`config.mk`:
```
export PLATFORM = sky130hd
export DESIGN_NAME = vga_mem_arbiter
export DESIGN_NICKNAME = d
export VERILOG_FILES = /design/src/rtl/vga_mem_arbiter.sv
export SDC_FILE = /design/constraint.sdc
export NUM_CORES = 1
export LEC_CHECK = 0
export BUFFER_PORTS_ARGS = -buffer_cell sky130_fd_sc_hd__buf_2
export CAP_MARGIN = 20
export CORE_MARGIN = 1.5
export CORE_UTILIZATION = 48
export DETAILED_ROUTE_END_ITERATION = 8
export PLACE_DENSITY = 0.85
export SLEW_MARGIN = 20
export SYNTH_ARGS = -nofsm -noshare
export SYNTH_HDL_FRONTEND = slang
export SYNTH_SLANG_ARGS = --single-unit
```
`constraint.sdc`:
```
create_clock -name CLK -period 9.9 [get_ports CLK]
set_input_delay 0.99 -clock CLK [delete_from_list [all_inputs] [get_ports CLK]]
set_output_delay 0.99 -clock CLK [all_outputs]
set_load 0.01 [all_outputs]
```
`src/rtl/vga_mem_arbiter.sv`:
```
// rtl/vga_mem_arbiter.sv - round-robin burst arbiter for the shared video/text memory write port
module vga_mem_arbiter #(
   parameter int                ADDR_W     = 16,
   parameter int                DATA_W     = 16,
   parameter logic [ADDR_W-1:0] ADDR_LIMIT = ADDR_W'(16'h2580),
   parameter int                BURST_MAX  = 4
) (
   input  logic              CLK,
   input  logic              RST,
   input  logic              REQ_CPU,
   input  logic              REQ_IO,
   input  logic              REQ_VGA,
   input  logic [ADDR_W-1:0] ADDR_CPU,
   input  logic [ADDR_W-1:0] ADDR_IO,
   input  logic [ADDR_W-1:0] ADDR_VGA,
   input  logic [DATA_W-1:0] DATA_CPU,
   input  logic [DATA_W-1:0] DATA_IO,
   input  logic [DATA_W-1:0] DATA_VGA,
   output logic              ACK_CPU,
   output logic              ACK_IO,
   output logic              ACK_VGA,
   output logic              MW_OUT,
   output logic [ADDR_W-1:0] WADDR_OUT,
   output logic [DATA_W-1:0] WDATA_OUT,
   output logic              ERR,
   output logic [7:0]        DROP_CNT,
   input  logic              ERR_CLR
);

   typedef enum logic [1:0] {
      SRC_CPU  = 2'd0,
      SRC_IO   = 2'd1,
      SRC_VGA  = 2'd2,
      SRC_NONE = 2'd3
   } src_t;

   localparam logic [3:0] BURST_LIM = 4'(BURST_MAX);

   src_t              ptr;
   src_t              last;
   src_t              win;
   logic [3:0]        burst_cnt;
   logic              last_req;
   logic              others_req;
   logic              burst_ok;
   logic              in_range;
   logic              drop;
   logic [ADDR_W-1:0] sel_addr;
   logic [DATA_W-1:0] sel_data;

   // Winner: extend the running burst if allowed, otherwise round-robin from the pointer
   always_comb begin
      last_req   = 1'b0;
      others_req = 1'b0;
      case (last)
         SRC_CPU: begin last_req = REQ_CPU; others_req = REQ_IO  | REQ_VGA; end
         SRC_IO:  begin last_req = REQ_IO;  others_req = REQ_CPU | REQ_VGA; end
         SRC_VGA: begin last_req = REQ_VGA; others_req = REQ_CPU | REQ_IO;  end
         default: ;
      endcase
      burst_ok = last_req && ((burst_cnt < BURST_LIM) || !others_req);
      win = SRC_NONE;
      if (burst_ok) begin
         win = last;
      end else begin
         case (ptr)
            SRC_CPU: begin
               if (REQ_CPU)      win = SRC_CPU;
               else if (REQ_IO)  win = SRC_IO;
               else if (REQ_VGA) win = SRC_VGA;
            end
            SRC_IO: begin
               if (REQ_IO)       win = SRC_IO;
               else if (REQ_VGA) win = SRC_VGA;
               else if (REQ_CPU) win = SRC_CPU;
            end
            default: begin
               if (REQ_VGA)      win = SRC_VGA;
               else if (REQ_CPU) win = SRC_CPU;
               else if (REQ_IO)  win = SRC_IO;
            end
         endcase
      end
      if (RST) win = SRC_NONE;
   end

   // Route the winner's address and data toward the write port
   always_comb begin
      sel_addr = ADDR_CPU;
      sel_data = DATA_CPU;
      case (win)
         SRC_IO:  begin sel_addr = ADDR_IO;  sel_data = DATA_IO;  end
         SRC_VGA: begin sel_addr = ADDR_VGA; sel_data = DATA_VGA; end
         default: ;
      endcase
   end

   assign in_range = (sel_addr < ADDR_LIMIT);
   assign drop     = (win != SRC_NONE) && !in_range;
   assign ACK_CPU  = (win == SRC_CPU);
   assign ACK_IO   = (win == SRC_IO);
   assign ACK_VGA  = (win == SRC_VGA);

   // Arbitration state: pointer, last grant and burst length
   always_ff @(posedge CLK) begin
      if (RST) begin
         ptr       <= SRC_CPU;
         last      <= SRC_NONE;
         burst_cnt <= 4'd0;
      end else if (win == SRC_NONE) begin
         last      <= SRC_NONE;
         burst_cnt <= 4'd0;
      end else begin
         last <= win;
         case (win)
            SRC_CPU: ptr <= SRC_IO;
            SRC_IO:  ptr <= SRC_VGA;
            default: ptr <= SRC_CPU;
         endcase
         if (win != last)
            burst_cnt <= 4'd1;
         else if (burst_cnt < BURST_LIM)
            burst_cnt <= burst_cnt + 4'd1;
      end
   end

   // Registered memory write port; out-of-range writes leave address/data untouched
   always_ff @(posedge CLK) begin
      if (RST) begin
         MW_OUT    <= 1'b0;
         WADDR_OUT <= '0;
         WDATA_OUT <= '0;
      end else begin
         MW_OUT <= (win != SRC_NONE) && in_range;
         if ((win != SRC_NONE) && in_range) begin
            WADDR_OUT <= sel_addr;
            WDATA_OUT <= sel_data;
         end
      end
   end

   // Sticky error flag and saturating drop counter; a clear beats a simultaneous drop
   always_ff @(posedge CLK) begin
      if (RST) begin
         ERR      <= 1'b0;
         DROP_CNT <= 8'd0;
      end else if (ERR_CLR) begin
         ERR      <= 1'b0;
         DROP_CNT <= 8'd0;
      end else if (drop) begin
         ERR <= 1'b1;
         if (DROP_CNT != 8'hFF) DROP_CNT <= DROP_CNT + 8'd1;
      end
   end

endmodule

```
==> results of run 1 <==
## power breakdown
group	total (uW)	leakage, uW	switching (uW)	internal, uW
Sequential	304	0.000408	38.5	266
Combinational	526	0.00121	319	207
Clock	122	0.0000482	65.6	56.5
Total	952	0.00166	423	529
## final timing paths
check	from	endpoint	slack, ns	depth (start not counted)
worst min register to register	ERR	ERR	0.46	2
worst max register to register	last[0]	WDATA_OUT[0]	5.25	15
worst max-delay path	REQ_IO	WDATA_OUT[0]	5.15	14
worst min-delay path	ERR	ERR	0.46	2
## state kept, by name, indices dropped and copies added (netlist names)
register / count
ptr: 2
DROP_CNT: 8
WADDR_OUT: 16
last: 2
burst_cnt: 4
MW_OUT: 1
WDATA_OUT: 16
ERR: 1
## per-stage QoR
step	util, %	area (um2)	cells	hold WS, ns	setup slack [ns]
floorplan	-	2720	325	0.440	6.27
global placement	63.3	3470	526	0.431	5.06
detailed placement	63.3	3470	526	0.438	4.92
CTS	65.0	3560	534	0.458	5.22
global route	65.0	3560	534	0.485	4.87
finish	65.0	3560	534	0.457	5.15
## routing by layer
layer	vias to the layer above	part of all wire [%]	wire, um	GRT usage [%]
met5	-	0	0	0
met4	0	1.3	99	7.14
met3	10	7.6	586	6.40
met2	123	48	3710	40.3
met1	1424	43	3360	31.3
li1	1503	-	-	-
## Yosys cell counts (2+ instances only)
cell / count
inv_1: 13
clkbuf_1: 11
a21oi_2: 2
and2_1: 2
dfxtp_1: 50
a2111o_1: 2
o31ai_1: 2
a31o_1: 26
a21o_1: 4
or4_1: 2
o21ai_0: 7
a2111oi_1: 2
o21ai_1: 2
a21oi_1: 11
nand3_1: 8
nor2_1: 45
buf_2: 4
o2111a_1: 3
o21a_1: 2
a311oi_1: 3
and3_1: 4
o211ai_1: 2
ha_1: 6
mux2i_1: 3
a2111oi_0: 2
o22ai_1: 26
nand2_1: 15
a211oi_1: 3
nor3_1: 29
buf_6: 3
## worst min-delay path, delay by kind of cell (launching register included)
family          cells  cell delay, ns
buf+inv             1            0.05
flops               1            0.32
compound gates      1            0.05
## kinds of logic (layout without fill, tap and decap cells)
kind of cell    Yosys count  after routing
fa+ha+maj                 6              6
buf+inv                  35            172
mux                       3              3
xor+xnor                  1              1
flops                    50             50
compound gates          114            114
simple gates            116            116
## cell type report
type	count	area, um2	share of cell area [%]
clock buffer	7	86.3	2.43
clock inverter	1	5.00	0.141
inverter	15	56.3	1.58
multi-input combinational	240	1570	44.0
sequential	50	1000	28.1
tap	72	90.1	2.53
timing repair buffer	149	753	21.2
==> flow_summary.ini, run 1 <==
[setup_path]
critPathKind = in2reg
critPathRequiredTime_ns = 10.09
arrival_ns = 4.94
critPathMostFrequentCell = buf_4
path_delay_family = compound AO/OA/AOI/OAI gates
cp-start-kind = input pin
path_max_fanout = 48
crit_slowest_cell = nand2_1
end_kind = register
worstPathCellList = buf_2 -> a222oi_1 -> nor4b_1 -> a21oi_2 -> and2_4 -> o211ai_1 -> buf_4 -> nand2_1 -> o21ai_0 -> o21a_1 -> o21ai_4 -> buf_4 -> nor3_1 -> a31o_1
critPathBufInv = 3
slowest_delay_ns = 0.72

[placement]
globalplace.congestion = 0.867
numPortBuffers = 146
hpwl_mm = 5.80

[floorplanning]
coreArea_um2 = 5470
row_count = 27
die_w_um = 78.2
io_pins = 147
initial_utilization_pct = 49.7
die_y_um = 78.2
die_area_um2 = 6120

[status]
status = finished, final reports clean

[synthesis]
synth_top_area_cell = dfxtp_1
async_flop_share_pct = 0
synth_top_family_by_area = compound AO/OA/AOI/OAI gates
ys_types = 61
synth_top_area_share_pct = 36.8
synth_area_um2 = 2720
syn_nets = 433
synth_fa_ha_area_share_pct = 2.76
synth_xor_area_share_pct = 0.322
synth.area.top_cells = dfxtp_1 37%, a31o_1 8.4%, nor2_1 6.2%
yosys.area_share.simple_pct = 19.9
synth_edf_count = 0
muxShareOfSynthArea_pct = 1.10
synthCells = 325
synth-seq-cells = 50
synth_top_flop_cell = dfxtp_1
synth.avg_cell_area_um2 = 8.36
synth_compound_area_share_pct = 33.1
synth_warnings = 0
ys_seq_area_share_pct = 36.8

[timing]
max_slew_margin_pct = 37.5
min_period_over_period_pct = 47.9
setup_violations = 0
setup_tns_ns = 0
rsz0062_at_grt = no
max_freq_mhz = 211
slew_violations = 0
period_needed_ns = 4.75
finClkSkew_ns = 0.00776
worst_pin_slew_ns = 0.935
hold_viol_final = 0

[clock_tree]
insertion_delay_ns = 0.30
cts_hold_buf = 0
htreeDepth = 2
cts-root-buf = clkbuf_8
cts_buffer_depth = 2
ctsResizeCount = 0
path_clk_slew_ns = 0.09
cts-buffers-inserted = 5
tritoncts = built
cts.sinks = 50
cts_setup_buffers = 0

[drt]
dr_total_vias = 3060
vias_per_cell = 5.73
drtIter0Drc = 168
wl_per_cell_um = 14.5
drt-total-wl_mm = 7.76
drc = 0
antenna_left = 0
first_pass_iters = 4

[grt]
grt_overflow = 0
antenna_found_initial = 0
track_usage_pct = 24.4
grt_first_pass_wirelength_mm = 12.0
grt_pass1_vias = 2608
grt_max_degree = 49

[finish]
drive_gt1_share_pct = 37.0
num_antenna_cells = 0
fillers = 491
final_cell_mix = 146 x buf_2, 50 x dfxtp_1, 45 x nor2_1, 29 x nor3_1
fin_nets = 569
area_growth_pct = 30.9
final_common_cell = buf_2

[job]
maxCapViolCount = 0

[power_and_ir_drop]
vdd_drop_max_mv = 0.131
p_per_area_nw_per_um2 = 268
power_uw = 952
p_leak_uw = 0.00166

[worst_hold_path]
min_path_type = reg2reg
Power figures use the tool's default switching activity.
==> run 2, diff against run 1 <==
--- a/config.mk
+++ b/config.mk
@@ -8,9 +8,9 @@
 export BUFFER_PORTS_ARGS = -buffer_cell sky130_fd_sc_hd__buf_2
 export CAP_MARGIN = 20
 export CORE_MARGIN = 1.5
-export CORE_UTILIZATION = 48
+export CORE_UTILIZATION = 41
 export DETAILED_ROUTE_END_ITERATION = 8
-export PLACE_DENSITY = 0.85
+export PLACE_DENSITY = 0.77
 export SLEW_MARGIN = 20
 export SYNTH_ARGS = -nofsm -noshare
 export SYNTH_HDL_FRONTEND = slang
==> constraint.sdc (replaced) <==
create_clock -name CLK -period 4.2 [get_ports CLK]
set_input_delay 0.42 -clock CLK [delete_from_list [all_inputs] [get_ports CLK]]
set_output_delay 0.42 -clock CLK [all_outputs]
set_load 0.01 [all_outputs]
==> run 2 against run 1 <==
Count of clock-buffer cells in the layout unchanged. Wire length increased by 0.55%. Register-to-register slack got worse by 4.9 ns. Die area rose by 16%. Flip-flop and latch count unchanged. Cell count increased by 2.1%. Critical path type is now reg2reg.
==> flow_summary.ini, run 2 (same netlist as run 1, synthesis figures left out) <==
[setup_path]
end_kind = register
arrival_ns = 4.09
critPathRequiredTime_ns = 4.44
cp-start-kind = register
path_max_fanout = 23
critPathKind = reg2reg
reg2regPathDepth = 14

[clock_tree]
cts-buffers-inserted = 5
cts-root-buf = clkbuf_8
cts.sinks = 50
path_clk_slew_ns = 0.09
cts_hold_buf = 0
insertion_delay_ns = 0.30
cts_buffer_depth = 2
tritoncts = built
htreeDepth = 2

[finish]
post-route-util_pct = 56.9
drive_gt1_share_pct = 37.8
area_growth_pct = 33.7
final_cell_mix = 146 x buf_2, 50 x dfxtp_1, 45 x nor2_1, 29 x nor3_1
fillers = 621
final_common_cell = buf_2
fin_nets = 575
num_antenna_cells = 0
largestRegisters = WADDR_OUT (16), WDATA_OUT (16), DROP_CNT (8)

[placement]
globalplace.congestion = 0.956
pre_cts_ws_ns = 0.154
hpwl_mm = 6.06
numPortBuffers = 146

[power_and_ir_drop]
vdd_drop_max_mv = 0.329
power_uw = 2310
p_sw_uw = 1010
switching_share_pct = 43.8
p_seq_share_pct = 30.9
p_leak_uw = 0.00170
p_per_area_nw_per_um2 = 635
pwr-share-clk_pct = 12.5
internal_power_uw = 1300
comb_power_share_pct = 56.6

[timing]
hold_viol_final = 0
worst_pin_slew_ns = 0.914
fin_hold_ws_ns = 0.413
max_slew_margin_pct = 39.0
layout_setup_ws_ns = 0.352
finClkSkew_ns = 0.00574
period_needed_ns = 3.85
setup_tns_ns = 0
slew_violations = 0
setup_violations = 0
rsz0062_at_grt = no
max_freq_mhz = 260
min_period_over_period_pct = 91.6

[grt]
grt_overflow = 0
grt_first_pass_wirelength_mm = 12.5
antenna_found_initial = 0
grt_pass1_vias = 2728
track_usage_pct = 21.3
grt_max_degree = 31

[worst_hold_path]
whs_path_depth = 4
min_path_type = in2reg

[drt]
antenna_left = 0
drt-total-wl_mm = 7.80
drtIter0Drc = 124
wl_per_cell_um = 14.3
vias_per_cell = 5.53
dr_total_vias = 3012
drc = 0
first_pass_iters = 4

[floorplanning]
die_y_um = 84.4
initial_utilization_pct = 42.6
die_w_um = 84.4
row_count = 29
io_pins = 147
coreArea_um2 = 6390
die_area_um2 = 7130

[job]
maxCapViolCount = 0

[status]
status = finished, final reports clean
-- run 2: repair_timing --
action	4_1_cts	5_1_grt
buffers inserted	0	1
resized for setup	0	1
setup endpoints to repair	0	39
-- run 2: layer usage --
layer  track usage (%)  vias to the layer above  part of all wire, %
li1                  -                     1510                    -
met2              35.5                      114                   47
met1              27.5                     1380                   44
met3              5.70                        8                  7.7
met4              5.57                        0                 0.99
met5                 0                        -                    0
-- run 2: power by group through the flow --
stage	clock [uW]	sequential [uW]	combinational (uW)
2_1_floorplan	0	772	842
5_1_grt	322	737	1440
4_1_cts	294	713	1300
3_3_place_gp	0	721	1270
6_report	288	714	1310
3_5_place_dp	0	722	1300
-- run 2: worst paths after layout --
kind                            slack, ns  startpoint            to
worst max-delay path                 0.35     last[1]  WDATA_OUT[2]
worst min-delay path                 0.41     ERR_CLR   DROP_CNT[1]
worst max register to register       0.35     last[1]  WDATA_OUT[2]
worst min register to register       0.46         ERR           ERR
-- run 2: cell type report --
| type | count | area (um2) | share of cell area, % |
|---|---|---|---|
| Clock buffer | 7 | 86.3 | 2.38 |
| Clock inverter | 1 | 5.00 | 0.138 |
| Inverter | 15 | 56.3 | 1.55 |
| Multi-Input combinational cell | 240 | 1570 | 43.1 |
| Sequential cell | 50 | 1000 | 27.5 |
| Tap cell | 77 | 96.3 | 2.65 |
| Timing Repair Buffer | 155 | 823 | 22.7 |
-- run 2: worst max-delay path, stage by stage, from the launching register on --
cell and delay, ns:
dfxtp_1 0.39, inv_1 0.11, ha_1 0.20, a222oi_1 0.52, nor3_1 0.13, and2_1 0.26
o211ai_1 0.32, buf_4 0.29, nand2_1 0.27, a221oi_4 0.40, o21a_1 0.21, o21ai_4 0.14
buf_12 0.21, nor3_1 0.21, a31o_1 0.12
-- run 2: through the flow --
step           instance area, um2  cells
6_report                     3630    545
5_1_grt                      3630    545
4_1_cts                      3630    544
3_5_place_dp                 3530    536
3_3_place_gp                 3530    536
2_1_floorplan                2720    325
